===== config.mk =====
export PLATFORM = sky130hd
export DESIGN_NAME = spi_slave_miso_tx_flat
export DESIGN_NICKNAME = d
export VERILOG_FILES = /design/src/rtl/spi_slave_miso_tx_if.sv /design/src/rtl/spi_slave_miso_tx.sv /design/src/flat_wrapper.sv
export SDC_FILE = /design/constraint.sdc
export NUM_CORES = 1
export LEC_CHECK = 0
export CELL_PAD_IN_SITES_DETAIL_PLACEMENT = 0
export CELL_PAD_IN_SITES_GLOBAL_PLACEMENT = 2
export CORE_MARGIN = 1
export CORE_UTILIZATION = 36
export CTS_CLUSTER_SIZE = 25
export DETAILED_ROUTE_END_ITERATION = 12
export PLACE_DENSITY_LB_ADDON = 0.2
export SLEW_MARGIN = 30
export SYNTH_ARGS = -nofsm -noshare
export SYNTH_HDL_FRONTEND = slang
export SYNTH_SLANG_ARGS = --single-unit

===== constraint.sdc =====
create_clock -name clk -period 4.65 [get_ports clk]
set_input_delay 0.93 -clock clk [delete_from_list [all_inputs] [get_ports clk]]
set_output_delay 0.93 -clock clk [all_outputs]
set_load 0.05 [all_outputs]

===== src/rtl/spi_slave_miso_tx_if.sv =====
// Core-side transmit handshake for the SPI slave MISO path.
interface spi_slave_miso_tx_if #(
    parameter int unsigned DATA_WIDTH = 8
);
    logic [DATA_WIDTH-1:0] tx_data;
    logic                  tx_valid;
    logic                  tx_ready;

    // Core drives words in; the transmitter reports buffer space.
    modport master (
        output tx_data,
        output tx_valid,
        input  tx_ready
    );

    modport slave (
        input  tx_data,
        input  tx_valid,
        output tx_ready
    );
endinterface


===== src/rtl/spi_slave_miso_tx.sv =====
// SPI slave transmit path: one-word holding buffer feeding an MSB-first
// shift register that advances on shift_en while cs_n is low.
module spi_slave_miso_tx #(
    parameter int unsigned          DATA_WIDTH = 8,
    parameter int unsigned          CNT_WIDTH  = 3,
    parameter logic [DATA_WIDTH-1:0] FILL      = '0
) (
    input  logic                 clk,
    input  logic                 rst_n,
    input  logic                 cs_n_i,
    input  logic                 shift_en_i,
    spi_slave_miso_tx_if.slave   tx_if,
    output logic                 miso_o,
    output logic                 miso_oe_o,
    output logic                 tx_done_o,
    output logic                 tx_underrun_o
);

    typedef enum logic [0:0] {StIdle, StActive} state_e;

    localparam logic [CNT_WIDTH-1:0] LastBit = CNT_WIDTH'(DATA_WIDTH - 1);

    state_e                state_q, state_d;
    logic [DATA_WIDTH-1:0] shreg_q, shreg_d;
    logic [DATA_WIDTH-1:0] hold_q, hold_d;
    logic                  hold_full_q, hold_full_d;
    logic [CNT_WIDTH-1:0]  bit_cnt_q, bit_cnt_d;
    logic                  done_q, done_d;
    logic                  underrun_q, underrun_d;
    logic                  load;
    logic                  accept;

    assign tx_if.tx_ready = ~hold_full_q;
    assign accept         = tx_if.tx_valid & ~hold_full_q;

    // Next-state: sequencing, load-source priority and holding-buffer fill.
    always_comb begin
        state_d     = state_q;
        shreg_d     = shreg_q;
        hold_d      = hold_q;
        hold_full_d = hold_full_q;
        bit_cnt_d   = bit_cnt_q;
        done_d      = 1'b0;
        underrun_d  = 1'b0;
        load        = 1'b0;

        case (state_q)
            StIdle: begin
                bit_cnt_d = '0;
                if (!cs_n_i) begin
                    load    = 1'b1;
                    state_d = StActive;
                end
            end
            StActive: begin
                // Abort wins over a coincident shift strobe.
                if (cs_n_i) begin
                    state_d   = StIdle;
                    bit_cnt_d = '0;
                end else if (shift_en_i) begin
                    if (bit_cnt_q == LastBit) begin
                        done_d    = 1'b1;
                        bit_cnt_d = '0;
                        load      = 1'b1;
                    end else begin
                        shreg_d   = {shreg_q[DATA_WIDTH-2:0], 1'b0};
                        bit_cnt_d = bit_cnt_q + CNT_WIDTH'(1);
                    end
                end
            end
            default: state_d = StIdle;
        endcase

        if (load) begin
            if (hold_full_q) begin
                shreg_d     = hold_q;
                hold_full_d = 1'b0;
            end else if (tx_if.tx_valid) begin
                // Bypass: the handshake completes straight into the shifter.
                shreg_d = tx_if.tx_data;
            end else begin
                shreg_d    = FILL;
                underrun_d = 1'b1;
            end
        end

        if (accept && !load) begin
            hold_d      = tx_if.tx_data;
            hold_full_d = 1'b1;
        end
    end

    // State registers with asynchronous active-low reset.
    always_ff @(posedge clk or negedge rst_n) begin
        if (!rst_n) begin
            state_q     <= StIdle;
            shreg_q     <= '0;
            hold_q      <= '0;
            hold_full_q <= 1'b0;
            bit_cnt_q   <= '0;
            done_q      <= 1'b0;
            underrun_q  <= 1'b0;
        end else begin
            state_q     <= state_d;
            shreg_q     <= shreg_d;
            hold_q      <= hold_d;
            hold_full_q <= hold_full_d;
            bit_cnt_q   <= bit_cnt_d;
            done_q      <= done_d;
            underrun_q  <= underrun_d;
        end
    end

    // Pad drive only while a transfer is active.
    always_comb begin
        miso_oe_o     = (state_q == StActive);
        miso_o        = (state_q == StActive) ? shreg_q[DATA_WIDTH-1] : 1'b0;
        tx_done_o     = done_q;
        tx_underrun_o = underrun_q;
    end

endmodule


===== src/flat_wrapper.sv =====
// flat-port wrapper written by rule: the top's interface ports become plain ports
module spi_slave_miso_tx_flat 
#(
    parameter int unsigned          DATA_WIDTH = 8,
    parameter int unsigned          CNT_WIDTH  = 3,
    parameter logic [DATA_WIDTH-1:0] FILL      = '0
)
  (clk, rst_n, cs_n_i, shift_en_i, miso_o, miso_oe_o, tx_done_o, tx_underrun_o, tx_if_tx_data, tx_if_tx_valid, tx_if_tx_ready);
  spi_slave_miso_tx_if #(.DATA_WIDTH(DATA_WIDTH)) tx_if_i ();
  input  logic clk;
  input  logic rst_n;
  input  logic cs_n_i;
  input  logic shift_en_i;
  output logic miso_o;
  output logic miso_oe_o;
  output logic tx_done_o;
  output logic tx_underrun_o;
  input wire logic [$bits(tx_if_i.tx_data)-1:0] tx_if_tx_data;
  input wire logic [$bits(tx_if_i.tx_valid)-1:0] tx_if_tx_valid;
  output wire logic [$bits(tx_if_i.tx_ready)-1:0] tx_if_tx_ready;
  assign tx_if_i.tx_data = tx_if_tx_data;
  assign tx_if_i.tx_valid = tx_if_tx_valid;
  assign tx_if_tx_ready = tx_if_i.tx_ready;
  spi_slave_miso_tx #(.DATA_WIDTH(DATA_WIDTH), .CNT_WIDTH(CNT_WIDTH), .FILL(FILL)) u_core (.clk(clk), .rst_n(rst_n), .cs_n_i(cs_n_i), .shift_en_i(shift_en_i), .tx_if(tx_if_i), .miso_o(miso_o), .miso_oe_o(miso_oe_o), .tx_done_o(tx_done_o), .tx_underrun_o(tx_underrun_o));
endmodule

==> impl_results.html, run 1 <==
<table>
<tr><th>Metric</th><th>Value</th></tr>
<tr><th colspan="2">Outcome</th></tr>
<tr><td>Run status</td><td>finished clean</td></tr>
<tr><th colspan="2">Synthesis</th></tr>
<tr><td>Number of register bits inferred by synthesis</td><td>23</td></tr>
<tr><td>Synth Net Count</td><td>121</td></tr>
<tr><td>Synth Area in Simple Gates</td><td>19.1%</td></tr>
<tr><td>Seq/Total Area, Yosys</td><td>about half</td></tr>
<tr><td>Synth Instances</td><td>between 100 and 150</td></tr>
<tr><td>Post-Synth XOR/XNOR Area</td><td>0%</td></tr>
<tr><td>Adder and majority gate portion of the synthesized area</td><td>2.18%</td></tr>
<tr><td>Combinational family with the most area after synthesis</td><td>simple AND/OR/NAND/NOR gates</td></tr>
<tr><td>Mapped Avg Cell Area</td><td>~11 sq um</td></tr>
<tr><td>Dominant cell type by area after synthesis</td><td>sky130_fd_sc_hd__dfrtp_1</td></tr>
<tr><td>Synth warn</td><td>0</td></tr>
<tr><td>Multiplexer area fraction after synthesis</td><td>9.91%</td></tr>
<tr><td>Predominant post-synthesis flop cell</td><td>sky130_fd_sc_hd__dfrtp_1</td></tr>
<tr><td>Cell with the most instances after synthesis</td><td>sky130_fd_sc_hd__dfrtp_1</td></tr>
<tr><td>Number of distinct library cells after synthesis</td><td>30</td></tr>
<tr><td>Post-synth ARST share</td><td>100%</td></tr>
<tr><td>Synth Area in Compound Gates</td><td>between 10 and 15%</td></tr>
<tr><td>Leading post-synthesis cells by instance count</td><td>23 x sky130_fd_sc_hd__dfrtp_1, 11 x sky130_fd_sc_hd__nand3b_1, 8 x sky130_fd_sc_hd__nand2_1, 8 x sky130_fd_sc_hd__o21ai_0</td></tr>
<tr><td>Top-area cell type share of the netlist area</td><td>50.1%</td></tr>
<tr><td>Area contributors post-synth</td><td>sky130_fd_sc_hd__dfrtp_1 50%, sky130_fd_sc_hd__nand3b_1 7.2%, sky130_fd_sc_hd__mux2_2 6.9%</td></tr>
<tr><td>Number of flops mapped to enable cells by yosys</td><td>0</td></tr>
<tr><td>Summed instance area of the synthesized netlist</td><td>approximately 0.0011 sq mm</td></tr>
<tr><th colspan="2">Cells and area</th></tr>
<tr><td>Fraction of layout instances using a drive strength above 1</td><td>11.7%</td></tr>
<tr><td>Layout overhead on the synthesized area</td><td>18.3%</td></tr>
<tr><td>Layout Utilization</td><td>44.9%</td></tr>
<tr><td>FF+latch area</td><td>around 580 sq um</td></tr>
<tr><td># nets final</td><td>136</td></tr>
<tr><td>Final instance area</td><td>0.00136 sq mm</td></tr>
<tr><td>Multi-input combinational cell area</td><td>526 sq um</td></tr>
<tr><td>Total of fill cells in the finished design</td><td>294</td></tr>
<tr><td>Antenna cell count</td><td>0</td></tr>
<tr><th colspan="2">Floorplanning</th></tr>
<tr><td>Num ports</td><td>18</td></tr>
<tr><td>Count of standard-cell rows</td><td>20</td></tr>
<tr><td>Die Height</td><td>58.5 um</td></tr>
<tr><td>Effective utilization at floorplan</td><td>37.9%</td></tr>
<tr><td>Total die area</td><td>between 0.003 and 0.004 sq mm</td></tr>
<tr><td>Die width</td><td>58.5 um</td></tr>
<tr><td>Placeable Area</td><td>0.00303 sq mm</td></tr>
<tr><th colspan="2">Routing</th></tr>
<tr><td>Final routed wire length divided by cell count</td><td>roughly 14 um</td></tr>
<tr><td>DRC marker count from the first detailed-route iteration</td><td>10</td></tr>
<tr><td>Routed via count</td><td>824</td></tr>
<tr><td>Aggregate routed wire length</td><td>2.23 mm</td></tr>
<tr><td>Remaining number of nets flagged by the antenna check after routing</td><td>0</td></tr>
<tr><td>Post-route DRC</td><td>0</td></tr>
<tr><td>Initial DRT Pass Iterations</td><td>4</td></tr>
<tr><td>Detailed-route vias per instance</td><td>5.02</td></tr>
<tr><th colspan="2">Power</th></tr>
<tr><td>Switching Share</td><td>between 20% and 30%</td></tr>
<tr><td>Relative contribution of combinational cells to total power</td><td>20.9%</td></tr>
<tr><td>Tot Pwr</td><td>~440 uW</td></tr>
<tr><td>Clk pwr share</td><td>21.7%</td></tr>
<tr><td>VDD IR-drop max</td><td>0.128 mV</td></tr>
<tr><td>Internal Dissipation</td><td>312 uW</td></tr>
<tr><td>Reg power frac</td><td>roughly 57%</td></tr>
<tr><td>Switching pwr</td><td>124 uW</td></tr>
<tr><td>Power per cell area</td><td>321 mW/mm^2</td></tr>
<tr><td>Leakage</td><td>between 0.0005 and 0.0006 uW</td></tr>
<tr><th colspan="2">Timing</th></tr>
<tr><td>Unrepaired setup endpoints after global routing</td><td>no</td></tr>
<tr><td>Final hold violation count</td><td>0</td></tr>
<tr><td>Min Tclk post-route</td><td>2.73 ns</td></tr>
<tr><td>Final setup vio count</td><td>0</td></tr>
<tr><td>Final-layout setup total negative slack</td><td>0 ns</td></tr>
<tr><td>Skew final</td><td>~0.0057 ns</td></tr>
<tr><td>Worst slew slack as a fraction of its limit</td><td>50.2%</td></tr>
<tr><td>Worst Hold Margin</td><td>0.522 ns</td></tr>
<tr><td>Count of final max-slew check failures</td><td>0</td></tr>
<tr><td>Transition time at the pin with the least slew margin</td><td>0.745 ns</td></tr>
<tr><td>Ratio of final minimum period to clock period</td><td>58.7%</td></tr>
<tr><td>Fmax</td><td>0.366 GHz</td></tr>
<tr><th colspan="2">CTS</th></tr>
<tr><td>Clock-pin slew reported for the worst setup and hold paths after clock tree synthesis</td><td>roughly 0.13 ns</td></tr>
<tr><td>Number of sinks handled by clock tree synthesis</td><td>23</td></tr>
<tr><td>Cts hold-fix bufs</td><td>0</td></tr>
<tr><td>Number of cells upsized or downsized after cts</td><td>0</td></tr>
<tr><td>Clock root buffer</td><td>sky130_fd_sc_hd__clkbuf_4</td></tr>
<tr><td>Setup bufs post-CTS</td><td>0</td></tr>
<tr><td>CTS H-tree lvls</td><td>1</td></tr>
<tr><td>Clock tree from TritonCTS</td><td>done</td></tr>
<tr><td>Inserted Clock Buffers</td><td>3</td></tr>
<tr><td>Worst-Skew Late Latency</td><td>roughly 0.31 ns</td></tr>
<tr><td>Maximum root-to-sink buffer count</td><td>2</td></tr>
<tr><th colspan="2">Place</th></tr>
<tr><td>Global placer's final weighted congestion</td><td>approximately 0.74</td></tr>
<tr><td>Post-detailed-placement cell area</td><td>0.00133 sq mm</td></tr>
<tr><td>IO buf count</td><td>17</td></tr>
<tr><td>DP Wirelength</td><td>1.58 mm</td></tr>
<tr><th colspan="2">Global route</th></tr>
<tr><td>Total global-route track usage</td><td>~14%</td></tr>
<tr><td>First-pass GRT wire length</td><td>3.55 mm</td></tr>
<tr><td>Maximum number of pins on one net before global-route repair</td><td>24</td></tr>
<tr><td>Number of antenna violations at the first check in global routing</td><td>0</td></tr>
<tr><td>Via count of the first global-routing pass</td><td>743</td></tr>
<tr><td>Total congestion overflow</td><td>0</td></tr>
<tr><th colspan="2">Hold path</th></tr>
<tr><td>Startpoint of the worst hold path</td><td>u_core.hold_q[1]$_DFFE_PN0P_</td></tr>
<tr><td>Worst min path class</td><td>reg2reg</td></tr>
<tr><td>WHS Endpoint</td><td>u_core.hold_q[1]$_DFFE_PN0P_</td></tr>
<tr><td>WHS Path Cells</td><td>1</td></tr>
<tr><th colspan="2">Critical path</th></tr>
<tr><td>Ordered cell list for the critical path</td><td>inv_1, clkdlybuf4s50_1</td></tr>
<tr><td>Crit path required time</td><td>3.72 ns</td></tr>
<tr><td>Slowest stage cell on the critical path</td><td>sky130_fd_sc_hd__clkdlybuf4s50_1</td></tr>
<tr><td>Start-to-end type of the worst setup path</td><td>reg2out</td></tr>
<tr><td>Capture instance of the worst register-to-register path</td><td>u_core.hold_q[6]$_DFFE_PN0P_</td></tr>
<tr><td>Worst stage delay on the critical path</td><td>0.80 ns</td></tr>
<tr><td>Top fanout value on the critical path</td><td>18</td></tr>
<tr><td>Kind of end point of the critical path</td><td>primary output</td></tr>
<tr><td>Minimum setup slack among reg-to-reg paths</td><td>around 2.8 ns</td></tr>
<tr><td>Reg2Reg Launch Point</td><td>u_core.bit_cnt_q[0]$_DFFE_PN0P_</td></tr>
<tr><td>CP Launch Type</td><td>flip-flop</td></tr>
<tr><td>Critical path startpoint</td><td>u_core.hold_full_q$_DFFE_PN0P_</td></tr>
<tr><td>Critical path arrival</td><td>1.80 ns</td></tr>
<tr><td>Number of cells traversed by the worst register-to-register path</td><td>5</td></tr>
<tr><th colspan="2">Flow run</th></tr>
<tr><td>Reported max-cap violation count</td><td>0</td></tr>
</table>
==> cell usage in the layout (no fill, tap or decap) <==
cell                              count
sky130_fd_sc_hd__and2b_1              1
sky130_fd_sc_hd__and2_1               2
sky130_fd_sc_hd__o21ai_0              8
sky130_fd_sc_hd__mux2i_1              2
sky130_fd_sc_hd__clkbuf_1             1
sky130_fd_sc_hd__buf_2                1
sky130_fd_sc_hd__clkbuf_4             3
sky130_fd_sc_hd__mux2_2               7
sky130_fd_sc_hd__nand3_1              7
sky130_fd_sc_hd__o41ai_1              1
sky130_fd_sc_hd__clkdlybuf4s50_1     16
sky130_fd_sc_hd__nor3b_1              1
sky130_fd_sc_hd__o21ai_4              1
sky130_fd_sc_hd__inv_1                3
sky130_fd_sc_hd__a21boi_4             1
sky130_fd_sc_hd__nor2b_1              3
sky130_fd_sc_hd__a21oi_1              1
sky130_fd_sc_hd__nand3b_1            11
sky130_fd_sc_hd__a22oi_1              1
sky130_fd_sc_hd__ha_1                 2
sky130_fd_sc_hd__nor4_1               1
sky130_fd_sc_hd__mux2_4               1
sky130_fd_sc_hd__a221oi_1             1
sky130_fd_sc_hd__nand2_1              8
sky130_fd_sc_hd__o31ai_1              1
sky130_fd_sc_hd__nor2_1               5
sky130_fd_sc_hd__a211o_1              1
sky130_fd_sc_hd__a211oi_1             5
sky130_fd_sc_hd__dfrtp_1             23
sky130_fd_sc_hd__o22a_1               1
==> layout make-up <==
type,count,area share [%]
clock buffer,4,1.93
tap,44,4.05
timing repair buffer,17,12.2
multi-input combinational,73,38.7
sequential,23,42.4
inverter,3,0.829
==> how the worst max path moves through the flow <==
stage	end	slack, ns	cells after the start
2_1_floorplan	miso_o	2.55	1
3_3_place_gp	u_core.hold_q[5]$_DFFE_PN0P_	1.97	3
3_5_place_dp	u_core.hold_q[0]$_DFFE_PN0P_	1.93	3
4_1_cts	tx_if_tx_ready	1.91	2
5_1_grt	tx_if_tx_ready	1.84	2
6_report	tx_if_tx_ready	1.92	2
==> flip-flops by register name, indices dropped and copies added, names as in the netlist <==
register	count
u_core.hold_q	8
u_core.miso_oe_o	1
u_core.shreg_q	8
u_core.bit_cnt_q	3
u_core.hold_full_q	1
u_core.tx_done_o	1
u_core.tx_underrun_o	1
==> per-layer routing <==
layer	track usage [%]	up-vias	share of wire [%]
met1	19.6	401	51
li1	-	408	-
met2	21.7	11	46
met5	0	-	0
met4	6.12	0	1.3
met3	1.98	4	2.2
==> power by group through the flow <==
stage / registers, uW / logic, uW / clock network, uW
finish: 250 / 91.1 / 94.9
detailed placement: 254 / 92.3 / 0
floorplan: 250 / 65.0 / 0
CTS: 250 / 92.5 / 100
global placement: 254 / 91.4 / 0
global route: 254 / 100 / 104
==> logic make-up after synthesis <==
| kind of cell | Yosys count |
|---|---|
| compound gates | 22 |
| fa+ha+maj | 2 |
| buf+inv | 10 |
| flops | 23 |
| mux | 10 |
| simple gates | 39 |
==> stage by stage <==
stage | setup slack, ns | std cells
2_1_floorplan | 2.55 | 106
6_report | 1.92 | 164
3_5_place_dp | 1.93 | 160
5_1_grt | 1.84 | 164
4_1_cts | 1.91 | 164
3_3_place_gp | 1.97 | 160
==> worst max-delay path, delay by kind of cell, from the launching register on <==
family	cells	cell delay, ns
buffers and inverters	2	0.91
DFF	1	0.58
No activity file was read; power rests on OpenSTA's default activity.
==> run 2, diff against run 1 <==
CORE_UTILIZATION = 33   (was 36)
clock period = 2.8 ns   (was 4.65 ns; I/O delays follow)
==> impl_results.html, run 2 (synthesis results as in run 1) <==
<table>
<tr><th>Metric</th><th>Value</th></tr>
<tr><th colspan="2">Power</th></tr>
<tr><td>Leakage</td><td>0.000589 uW (+2.5%)</td></tr>
<tr><td>Power per cell area</td><td>521 mW/mm^2 (+62%)</td></tr>
<tr><td>VDD IR-drop max</td><td>0.165 mV (+29%)</td></tr>
<tr><th colspan="2">CTS</th></tr>
<tr><td>Maximum root-to-sink buffer count</td><td>2 (unchanged)</td></tr>
<tr><td>Clock root buffer</td><td>sky130_fd_sc_hd__clkbuf_4</td></tr>
<tr><td>Worst-Skew Late Latency</td><td>0.31 ns (about the same)</td></tr>
<tr><td>Clock tree from TritonCTS</td><td>done</td></tr>
<tr><td>Cts hold-fix bufs</td><td>0 (unchanged)</td></tr>
<tr><td>Number of sinks handled by clock tree synthesis</td><td>23 (unchanged)</td></tr>
<tr><td>Setup bufs post-CTS</td><td>0 (unchanged)</td></tr>
<tr><td>CTS H-tree lvls</td><td>1 (unchanged)</td></tr>
<tr><td>Inserted Clock Buffers</td><td>3 (unchanged)</td></tr>
<tr><td>Number of cells upsized or downsized after cts</td><td>0 (unchanged)</td></tr>
<tr><td>Clock-pin slew reported for the worst setup and hold paths after clock tree synthesis</td><td>0.13 ns (about the same)</td></tr>
<tr><th colspan="2">Place</th></tr>
<tr><td>IO buf count</td><td>17 (unchanged)</td></tr>
<tr><td>Post-detailed-placement cell area</td><td>0.00136 sq mm (+2.3%)</td></tr>
<tr><td>Global placer's final weighted congestion</td><td>0.716 (-3.2%)</td></tr>
<tr><td>DP Wirelength</td><td>1.56 mm (-1.3%)</td></tr>
<tr><th colspan="2">Timing</th></tr>
<tr><td>Final hold violation count</td><td>0 (unchanged)</td></tr>
<tr><td>Fmax</td><td>0.441 GHz</td></tr>
<tr><td>Final setup vio count</td><td>0 (unchanged)</td></tr>
<tr><td>Worst slew slack as a fraction of its limit</td><td>63.7% (+14 points)</td></tr>
<tr><td>Skew final</td><td>0.00766 ns (+0.00201 ns)</td></tr>
<tr><td>Unrepaired setup endpoints after global routing</td><td>no</td></tr>
<tr><td>Min Tclk post-route</td><td>2.27 ns</td></tr>
<tr><td>Count of final max-slew check failures</td><td>0 (unchanged)</td></tr>
<tr><td>Ratio of final minimum period to clock period</td><td>between 80% and 90%</td></tr>
<tr><td>Final-layout setup total negative slack</td><td>0 ns (unchanged)</td></tr>
<tr><td>Transition time at the pin with the least slew margin</td><td>0.543 ns (-0.202 ns)</td></tr>
<tr><th colspan="2">Cells and area</th></tr>
<tr><td>Fraction of layout instances using a drive strength above 1</td><td>13.0% (+1.3 points)</td></tr>
<tr><td># nets final</td><td>139 (+2.2%)</td></tr>
<tr><td>Total of fill cells in the finished design</td><td>344 (+17%)</td></tr>
<tr><td>Commonest cells after routing, fill and taps aside</td><td>23 x sky130_fd_sc_hd__dfrtp_1, 17 x sky130_fd_sc_hd__clkdlybuf4s50_1, 11 x sky130_fd_sc_hd__nand3b_1</td></tr>
<tr><td>Layout overhead on the synthesized area</td><td>20.9%</td></tr>
<tr><td>Largest registers</td><td>u_core.hold_q: 8 flops, u_core.shreg_q: 8 flops, u_core.bit_cnt_q: 3 flops</td></tr>
<tr><td>Final instance area</td><td>0.00139 sq mm (+2.2%)</td></tr>
<tr><td>Antenna cell count</td><td>0 (unchanged)</td></tr>
<tr><td>Leading cell type in the layout, fill and taps excluded</td><td>sky130_fd_sc_hd__dfrtp_1</td></tr>
<tr><th colspan="2">Global route</th></tr>
<tr><td>First-pass GRT wire length</td><td>3.82 mm (+7.6%)</td></tr>
<tr><td>Number of antenna violations at the first check in global routing</td><td>0 (unchanged)</td></tr>
<tr><td>Total global-route track usage</td><td>14.1% (+0.077 points)</td></tr>
<tr><td>Total congestion overflow</td><td>0 (unchanged)</td></tr>
<tr><td>Maximum number of pins on one net before global-route repair</td><td>24 (unchanged)</td></tr>
<tr><td>Via count of the first global-routing pass</td><td>804 (+8.2%)</td></tr>
<tr><td>GR Layer Usage met1</td><td>19.4% (-0.22 points)</td></tr>
<tr><td>GRT met3 Usage</td><td>2.56% (+0.58 points)</td></tr>
<tr><td>Highest-utilization routing layer at the global route stage</td><td>met2</td></tr>
<tr><td>Global routing met2 resource utilization</td><td>21.8% (+0.15 points)</td></tr>
<tr><th colspan="2">Critical path</th></tr>
<tr><td>Reg2Reg Launch Point</td><td>u_core.bit_cnt_q[0]$_DFFE_PN0P_</td></tr>
<tr><td>Minimum setup slack among reg-to-reg paths</td><td>0.98 ns (-1.84 ns)</td></tr>
<tr><td>Capture instance of the worst register-to-register path</td><td>u_core.hold_q[6]$_DFFE_PN0P_</td></tr>
<tr><td>Worst setup path end</td><td>miso_o</td></tr>
<tr><td>Critical path startpoint</td><td>u_core.miso_oe_o$_DFF_PN0_</td></tr>
<tr><td>Kind of end point of the critical path</td><td>primary output</td></tr>
<tr><td>Crit path required time</td><td>2.24 ns (-1.48 ns)</td></tr>
<tr><td>Start-to-end type of the worst setup path</td><td>reg2out</td></tr>
<tr><td>CP Launch Type</td><td>flip-flop</td></tr>
<tr><td>Number of cells traversed by the worst register-to-register path</td><td>5 (unchanged)</td></tr>
<tr><td>Critical path arrival</td><td>1.71 ns (-0.09 ns)</td></tr>
<tr><td>Top fanout value on the critical path</td><td>7 (-11)</td></tr>
<tr><th colspan="2">Hold path</th></tr>
<tr><td>Worst min path class</td><td>reg2reg</td></tr>
<tr><th colspan="2">Routing</th></tr>
<tr><td>Detailed-route vias per instance</td><td>4.89 (-2.6%)</td></tr>
<tr><td>Initial DRT Pass Iterations</td><td>4 (unchanged)</td></tr>
<tr><td>Final routed wire length divided by cell count</td><td>12.9 um (-4.7%)</td></tr>
<tr><td>Post-route DRC</td><td>0 (unchanged)</td></tr>
<tr><td>DRC marker count from the first detailed-route iteration</td><td>20 (+10)</td></tr>
<tr><td>Routed via count</td><td>827 (+0.36%)</td></tr>
<tr><td>Remaining number of nets flagged by the antenna check after routing</td><td>0 (unchanged)</td></tr>
<tr><td>Aggregate routed wire length</td><td>2.19 mm (-1.8%)</td></tr>
<tr><th colspan="2">Flow run</th></tr>
<tr><td>Reported max-cap violation count</td><td>0 (unchanged)</td></tr>
<tr><th colspan="2">Floorplanning</th></tr>
<tr><td>Placeable Area</td><td>0.00334 sq mm (+10%)</td></tr>
<tr><td>Die width</td><td>61.0 um (+4.3%)</td></tr>
<tr><td>Count of standard-cell rows</td><td>21 (+5.0%)</td></tr>
<tr><td>Die Height</td><td>61.0 um (+4.3%)</td></tr>
<tr><td>Num ports</td><td>18 (unchanged)</td></tr>
<tr><td>Total die area</td><td>0.00372 sq mm (+8.8%)</td></tr>
<tr><td>Effective utilization at floorplan</td><td>34.4% (-3.5 points)</td></tr>
<tr><th colspan="2">Outcome</th></tr>
<tr><td>Run status</td><td>finished clean</td></tr>
</table>
==> run 2: worst min path at each step <==
stage                                       start                         endpoint  slack, ns  depth (start not counted)
floorplan                                   rst_n  u_core.bit_cnt_q[0]$_DFFE_PN0P_       0.26                          0
finish               u_core.hold_q[1]$_DFFE_PN0P_     u_core.hold_q[1]$_DFFE_PN0P_       0.52                          1
detailed placement  u_core.shreg_q[7]$_DFFE_PN0P_    u_core.shreg_q[7]$_DFFE_PN0P_       0.49                          2
global placement    u_core.shreg_q[7]$_DFFE_PN0P_    u_core.shreg_q[7]$_DFFE_PN0P_       0.49                          2
CTS                  u_core.hold_q[1]$_DFFE_PN0P_     u_core.hold_q[1]$_DFFE_PN0P_       0.53                          1
global route         u_core.hold_q[0]$_DFFE_PN0P_     u_core.hold_q[0]$_DFFE_PN0P_       0.53                          1
==> run 2: worst max-delay path, stage by stage (launching register included) <==
cell and delay (ns):
sky130_fd_sc_hd__dfrtp_1 0.46, sky130_fd_sc_hd__and2_1 0.15, sky130_fd_sc_hd__clkdlybuf4s50_1 0.79
==> run 2: per-stage QoR <==
stage / util [%] / worst slack, ns / hold slack, ns / power (uW) / std cells
3_3_place_gp: 40.8 / 0.603 / 0.486 / 577 / 165
3_5_place_dp: 40.8 / 0.555 / 0.494 / 579 / 165
4_1_cts: 41.6 / 0.505 / 0.526 / 740 / 169
5_1_grt: 41.6 / 0.432 / 0.533 / 774 / 169
6_report: 41.6 / 0.534 / 0.517 / 724 / 169
2_1_floorplan: - / 1.07 / 0.264 / 522 / 106
==> run 2: power by group <==
group | internal [uW] | switching, uW
combinational | 82.1 | 78.0
clock | 55.6 | 97.7
sequential | 384 | 26.2
==> run 2: layout make-up <==
class                      count  area [sq um]  area share, %
clock buffer                   4          26.3           1.89
inverter                       3          11.3          0.811
multi-input combinational     73           526           37.8
sequential                    23           576           41.4
tap                           46          57.6           4.14
timing repair buffer          20           193           13.9
==> run 2: layer usage <==
layer	vias up	routed length [um]	part of all wire [%]
li1	417	-	-
met1	393	1100	50
met2	15	999	46
met3	2	67	3.1
met4	0	19	0.87
met5	-	0	0
==> patch (flow settings as in run 2) <==
`DATA_WIDTH` is set to 8 in 3 places; all go to 6.
--- a/src/rtl/spi_slave_miso_tx_if.sv
+++ b/src/rtl/spi_slave_miso_tx_if.sv
@@ -2,3 +2,3 @@
 interface spi_slave_miso_tx_if #(
-    parameter int unsigned DATA_WIDTH = 8
+    parameter int unsigned DATA_WIDTH = 6
 );
--- a/src/rtl/spi_slave_miso_tx.sv
+++ b/src/rtl/spi_slave_miso_tx.sv
@@ -3,3 +3,3 @@
 module spi_slave_miso_tx #(
-    parameter int unsigned          DATA_WIDTH = 8,
+    parameter int unsigned          DATA_WIDTH = 6,
     parameter int unsigned          CNT_WIDTH  = 3,
--- a/src/flat_wrapper.sv
+++ b/src/flat_wrapper.sv
@@ -3,3 +3,3 @@
 #(
-    parameter int unsigned          DATA_WIDTH = 8,
+    parameter int unsigned          DATA_WIDTH = 6,
     parameter int unsigned          CNT_WIDTH  = 3,
Ports: changed (resized tx_if_tx_data); port bits go from 18 to 16. No check against the original RTL was run, so the function may have changed too.
==> patch against run 2 <==
  * Synthesized area is 25% lower
  * Sequential cell count is 4 lower
  * Count of clock-buffer cells in the layout stayed put
  * Register-to-register slack better by 0.24 ns
  * Final cell count is 27% lower
  * Combinational power is 19% lower
  * Critical path type unchanged
  * Routed wire length is 27% lower
  * Core utilization is 1.3 points higher
  * Power is 16% lower
  * Setup slack better by 0.0056 ns
  * Final area is 23% lower
  * Largest cell class unchanged
  * Hold slack worse by 0.025 ns
==> patch: results (changes against run 2) <==
[run_status]
run_status=finished, final reports clean

[clock_network]
clkTransAtPathRegs_ns=0.10  ; -0.03 ns

[worst_hold_path]
hold-path-cell-count=2  ; +1
hold_crit_endpoint=u_core.shreg_q[3]$_DFFE_PN0P_
timing.hold.worst.start=u_core.shreg_q[3]$_DFFE_PN0P_

[global_route]
use_met3_pct=3.45  ; +0.89 points
gr-usage-met2_pct=20.5  ; -1.4 points
gr-usage-all-layers_pct=14.5  ; +0.39 points
via_count_of_the_first_global_routing_pass=610  ; -24%

[timing]
clock_skew_ns=0.00560  ; -0.00207 ns
fmax_achieved_ghz=0.442  ; +0.25%
hold_slack_ns=0.492  ; -0.0253 ns

[placement]
routabilityCongestion=0.722  ; +0.81%
detailed_place_hpwl_um=1160  ; -26%
placed_cells=119  ; -28%
number_of_i_o_port_buffers=15  ; -2
detailed_place.area_um2=1040  ; -24%
pre_cts_ws_ns=0.564  ; +0.00949 ns

[finish]
reg_top3=u_core.hold_q x6, u_core.shreg_q x6, u_core.bit_cnt_q x3

[detailed_routing]
routedWlPerCell_um=13.0  ; +0.77%
post_drt_via_cell_ratio=5.07  ; +3.5%
count_of_vias_placed_by_the_detailed_router=623  ; -25%

[synthesis]
synth.distinct_cells=22  ; -27%
post_synth_xor_area_fraction_pct=1.02  ; +1.0 points
synth_compound_gate_area_share_pct=13.5  ; -1.1 points
synth.top_cells.by_count=sky130_fd_sc_hd__dfrtp_1, sky130_fd_sc_hd__nor2_1, sky130_fd_sc_hd__nand2_1
syn-num-nets=87  ; -28%

[pwr]
design_power_total_mw=0.607  ; -16%
switching_share_pct=27.6  ; -0.32 points
ir_worst_vdd_mv=0.285  ; +73%
power_frac_clock_pct=22.8  ; +1.6 points
leakagePower_nw=0.474  ; -19%

[setup_path]
critical_path.startpoint=u_core.hold_full_q$_DFFE_PN0P_
rr_startpoint=u_core.bit_cnt_q[1]$_DFFE_PN0P_
r2r-end=u_core.hold_q[1]$_DFFE_PN0P_
worst_r2r_path_depth=4  ; -1
reg2reg_slack_ns=1.22  ; +0.24 ns

-- patch: cell types whose count changed after synthesis, moves of 6 or more --
| cell | run 2 | this run |
|---|---|---|
| sky130_fd_sc_hd__nand3_1 | 7 | 0 |
| sky130_fd_sc_hd__nor2_1 | 5 | 12 |
| sky130_fd_sc_hd__nand3b_1 | 11 | 0 |
| sky130_fd_sc_hd__mux2_2 | 7 | 0 |
| sky130_fd_sc_hd__o21ai_0 | 8 | 2 |
-- patch: worst min-delay path: stages (launching register included) --
cell	delay [ns]
sky130_fd_sc_hd__dfrtp_1	0.36
sky130_fd_sc_hd__nand2_1	0.05
sky130_fd_sc_hd__o31ai_1	0.06
-- patch: routing by layer --
metal / wire length, µm / up-vias
li1: - / 303
met1: 801 / 295
met2: 687 / 21
met3: 83 / 4
met4: 32 / 0
met5: 0 / -
-- patch: layout make-up --
type,instances,area [µm²]
fill,257,1410
tap,30,37.5
inverter,3,11.3
timing repair buffer,16,158
multi-input combinational,51,355
clock buffer,4,26.3
sequential,19,475
